--- config.mk ---
export PLATFORM = sky130hd
export DESIGN_NAME = reg_32
export DESIGN_NICKNAME = d
export VERILOG_FILES = /design/src/rtl/reg_32.sv
export SDC_FILE = /design/constraint.sdc
export NUM_CORES = 2
export LEC_CHECK = 0
export BUFFER_PORTS_ARGS = -buffer_cell sky130_fd_sc_hd__buf_2
export CAP_MARGIN = 15
export CORE_MARGIN = 2
export CORE_UTILIZATION = 35
export DETAILED_ROUTE_END_ITERATION = 16
export SYNTH_ARGS = -nofsm -noshare
export SYNTH_HDL_FRONTEND = slang
export SYNTH_SLANG_ARGS = --single-unit
--- constraint.sdc ---
create_clock -name clk -period 6.75 [get_ports clk]
set_input_delay 1.6875 -clock clk [delete_from_list [all_inputs] [get_ports clk]]
set_output_delay 1.6875 -clock clk [all_outputs]
set_load 0.01 [all_outputs]
--- src/rtl/reg_32.sv ---
// Three-port register file: 32 x DATA_W, two combinational read ports, one
// clocked write port, r0 reads as zero. Define REG32_BYPASS_EN for write-through forwarding.
module reg_32 #(
    parameter int DATA_W = 32
) (
    input  logic              clk,
    input  logic              clrn,
    input  logic [4:0]        ra,
    input  logic [4:0]        rb,
    input  logic [4:0]        wn,
    input  logic              we,
    input  logic [DATA_W-1:0] d,
    output logic [DATA_W-1:0] qa,
    output logic [DATA_W-1:0] qb
);

    logic [DATA_W-1:0] regs [32];
    logic [31:0]       wr_sel;

    // One-hot write decode; entry 0 has no write path so r0 stays zero.
    generate
        for (genvar gi = 0; gi < 32; gi++) begin : g_wr_sel
            if (gi == 0) begin : g_zero
                assign wr_sel[gi] = 1'b0;
            end else begin : g_entry
                assign wr_sel[gi] = we && (wn == 5'(gi));
            end
        end
    endgenerate

    // An unknown enable makes the if condition false, so contents hold.
    always_ff @(posedge clk or negedge clrn) begin
        if (!clrn) begin
            for (int i = 0; i < 32; i++) begin
                regs[i] <= '0;
            end
        end else begin
            for (int i = 1; i < 32; i++) begin
                if (wr_sel[i]) begin
                    regs[i] <= d;
                end
            end
        end
    end

`ifdef REG32_BYPASS_EN
    logic byp_a;
    logic byp_b;

    assign byp_a = clrn && we && (wn != 5'd0) && (ra == wn);
    assign byp_b = clrn && we && (wn != 5'd0) && (rb == wn);
`endif

    always_comb begin
        qa = (ra == 5'd0) ? '0 : regs[ra];
        qb = (rb == 5'd0) ? '0 : regs[rb];
`ifdef REG32_BYPASS_EN
        if (byp_a) begin
            qa = d;
        end
        if (byp_b) begin
            qb = d;
        end
`endif
    end

endmodule

==> results.sh <==
export IMPL_status="finished clean"
export IMPL_power_leakage_nw=25.8
export IMPL_grt_pass1_vias=34500
export IMPL_via_count=33600
export IMPL_path_clk_slew_ns=0.06
export IMPL_first_iter_violations=2979
export IMPL_drt_total_wl_mm=169
export IMPL_p_per_area_nw_per_um2=298
export IMPL_cp_required_ns=5.06
export IMPL_synthToLayoutAreaGrowth_pct=12.0
export IMPL_max_freq_mhz=175
export IMPL_yosys_warnings=32
export IMPL_rows=143
export IMPL_cts_sinks=992
export IMPL_hold_buffers=0
export IMPL_tritoncts="done"
export IMPL_use_met2_pct=33.3
export IMPL_met1_usage_pct=31.1
export IMPL_coreArea_sq_um=152000
export IMPL_fin_nets=3545
export IMPL_critPathKind="in2out"
export IMPL_ys_top_cells_by_area="dfrtp_1 46%, mux2_2 21%, mux4_2 18%"
export IMPL_yosysUniqueCellTypes=40
export IMPL_yosysSeqAreaShare_pct=46.3
export IMPL_largestRegisters="regs: 992 flops"
export IMPL_worstSetupStartpointType="input pin"
export IMPL_synth_area_sq_um=53600
export IMPL_drv_cap=0
export IMPL_avgSynthCellArea_sq_um=15.1
export IMPL_r2r_slack_ns=5.92
export IMPL_portBuffers=113
export IMPL_worstPathMaxFanout=52
export IMPL_yosysTopAreaCell="dfrtp_1"
export IMPL_drc=0
export IMPL_hold_violations=0
export IMPL_syn_instance_count=3552
export IMPL_setup_viol=0
export IMPL_clk_latency_ns=0.71
export IMPL_cts_resized=0
export IMPL_grt_overflow=0
export IMPL_synthMostInstantiatedCell="dfrtp_1"
export IMPL_min_period_ns=5.72
export IMPL_synth_main_ff_cell="dfrtp_1"
export IMPL_hold_class="reg2reg"
export IMPL_syn_nets=3602
export IMPL_timing_slew_headroom_pct=17.3
export IMPL_busiest_layer="met2"
export IMPL_crit_chain="buf_8 > buf_12 > mux4_2 > mux2i_1 > o22ai_1 > or3_1 > buf_2"
export IMPL_arrival_ns=4.03
export IMPL_die_area_sq_um=156000
export IMPL_vias_per_cell=5.99
export IMPL_htreeDepth=3
export IMPL_gp_congestion=0.775
export IMPL_ant_nets=0
export IMPL_postCtsSetupBuffers=0
export IMPL_postSynthRegisterBits=992
export IMPL_fin_skew_ns=0
export IMPL_firstDrtPassIters=7
export IMPL_fin_crit_sh_pct=84.7
export IMPL_rsz0062_at_grt="false"
export IMPL_ios=114
export IMPL_crit_path_end_kind="output pin"
export IMPL_synth_top_cell_area_share_pct=46.3
export IMPL_clockBufferDepth=3
export IMPL_routedWlPerCell_um=30.0
export IMPL_final_layout_size_suffix_gt1_share_pct=51.8
export IMPL_path_delay_family="buffers and inverters"
export IMPL_seq_area_sq_um=24800
export IMPL_synth_edf_count=0
export IMPL_die_width_um=395
export IMPL_worst_pin_slew_ns=1.24
export IMPL_dp_hpwl_mm=95.9
export IMPL_grt_max_degree=167
export IMPL_slew_viol_final=0
export IMPL_antenna_found_initial=16
export IMPL_fin_setup_tns_ns=0
export IMPL_cts_root_buf="clkbuf_16"
export IMPL_grt_use_total_pct=21.6
export IMPL_cp_slowest_cell="mux4_2"
export IMPL_slowest_delay_ns=0.53
export IMPL_grt_pass1_wl_mm=250
export IMPL_ir_drop_mv=0.184
export IMPL_num_fill_cells=14000
export IMPL_die_y_um=395
export IMPL_regMostFlops="regs"
export IMPL_async_flop_share_pct=100
export IMPL_largest_register_ffs=992
export IMPL_path_buf_inv=3
export IMPL_numCtsBuffers=112
export IMPL_multi_input_area_sq_um=27000
export IMPL_use_met3_pct=4.14
export IMPL_synth_common_cells="992 x dfrtp_1, 982 x mux2_2, 432 x mux4_2"
export IMPL_power_mw=17.9
export IMPL_start_util_pct=35.3
==> stage by stage <==
step / hold WS, ns / cell area, sq um / std cells / setup slack, ns / util (%)
after floorplan: 0.470 / 53600 / 3552 / 1.89 / -
after global placement: 0.487 / 56300 / 5411 / 0.949 / 37.0
after detailed placement: 0.498 / 56300 / 5411 / 1.03 / 37.0
after CTS: 0.511 / 60000 / 5615 / 1.03 / 39.5
after global routing: 0.522 / 60000 / 5617 / 0.906 / 39.5
final: 0.507 / 60000 / 5618 / 1.03 / 39.5
==> worst paths after layout <==
kind	start	to	depth (start not counted)
setup / recovery	ra[0]	qa[14]	7
hold / removal	regs[395]	regs[395]	1
setup reg to reg	regs[598]	regs[598]	1
hold reg to reg	regs[395]	regs[395]	1
max in group asynchronous	clrn	regs[979]	2
min in group asynchronous	clrn	regs[319]	1
==> placed cells by master, fill, tap and decap left out, types with 24 or more instances in the layout <==
| cell | netlist | final |
|---|---|---|
| a22oi_1 | 42 | 42 |
| nand2b_1 | 26 | 24 |
| mux2_1 | 80 | 80 |
| mux2_2 | 982 | 982 |
| nor3_1 | 37 | 35 |
| buf_4 | 23 | 73 |
| mux2i_1 | 199 | 199 |
| dfrtp_1 | 992 | 992 |
| nor2b_1 | 47 | 43 |
| nand3_1 | 30 | 29 |
| mux4_2 | 432 | 432 |
| clkbuf_8 | 0 | 30 |
| o31a_1 | 31 | 31 |
| buf_12 | 0 | 34 |
| clkbuf_16 | 0 | 113 |
| buf_2 | 145 | 105 |
| nor2_1 | 61 | 47 |
| a221oi_1 | 43 | 43 |
==> cell families after synthesis <==
kind of cell / share of synthesized area [%]
multiplexers: 44.2
flip-flops: 46.3
buffers and inverters: 3.76
AO/OA/AOI/OAI: 3.21
AND/OR/NAND/NOR: 2.48
==> area by class of cell <==
cell class / count / share of cell area [%]
antenna: 3 / 0.0125
inverter: 10 / 0.0625
timing repair buffer: 220 / 3.11
multi-input combinational: 2159 / 45.0
clock inverter: 38 / 0.707
clock buffer: 166 / 5.54
tap: 2030 / 4.23
sequential: 992 / 41.4
==> metal layers <==
layer,wire (um),up-vias
met5,96,-
met2,77000,1159
li1,-,13600
met3,11300,297
met4,4590,14
met1,75700,18500
==> power by group <==
part           leakage [nW]  switching, mW  internal [mW]
sequential             12.7          0.854           7.12
clock                  1.86           2.56           3.69
combinational          11.3           1.46           2.20
Note: power is estimated with default switching activity, not from simulation.
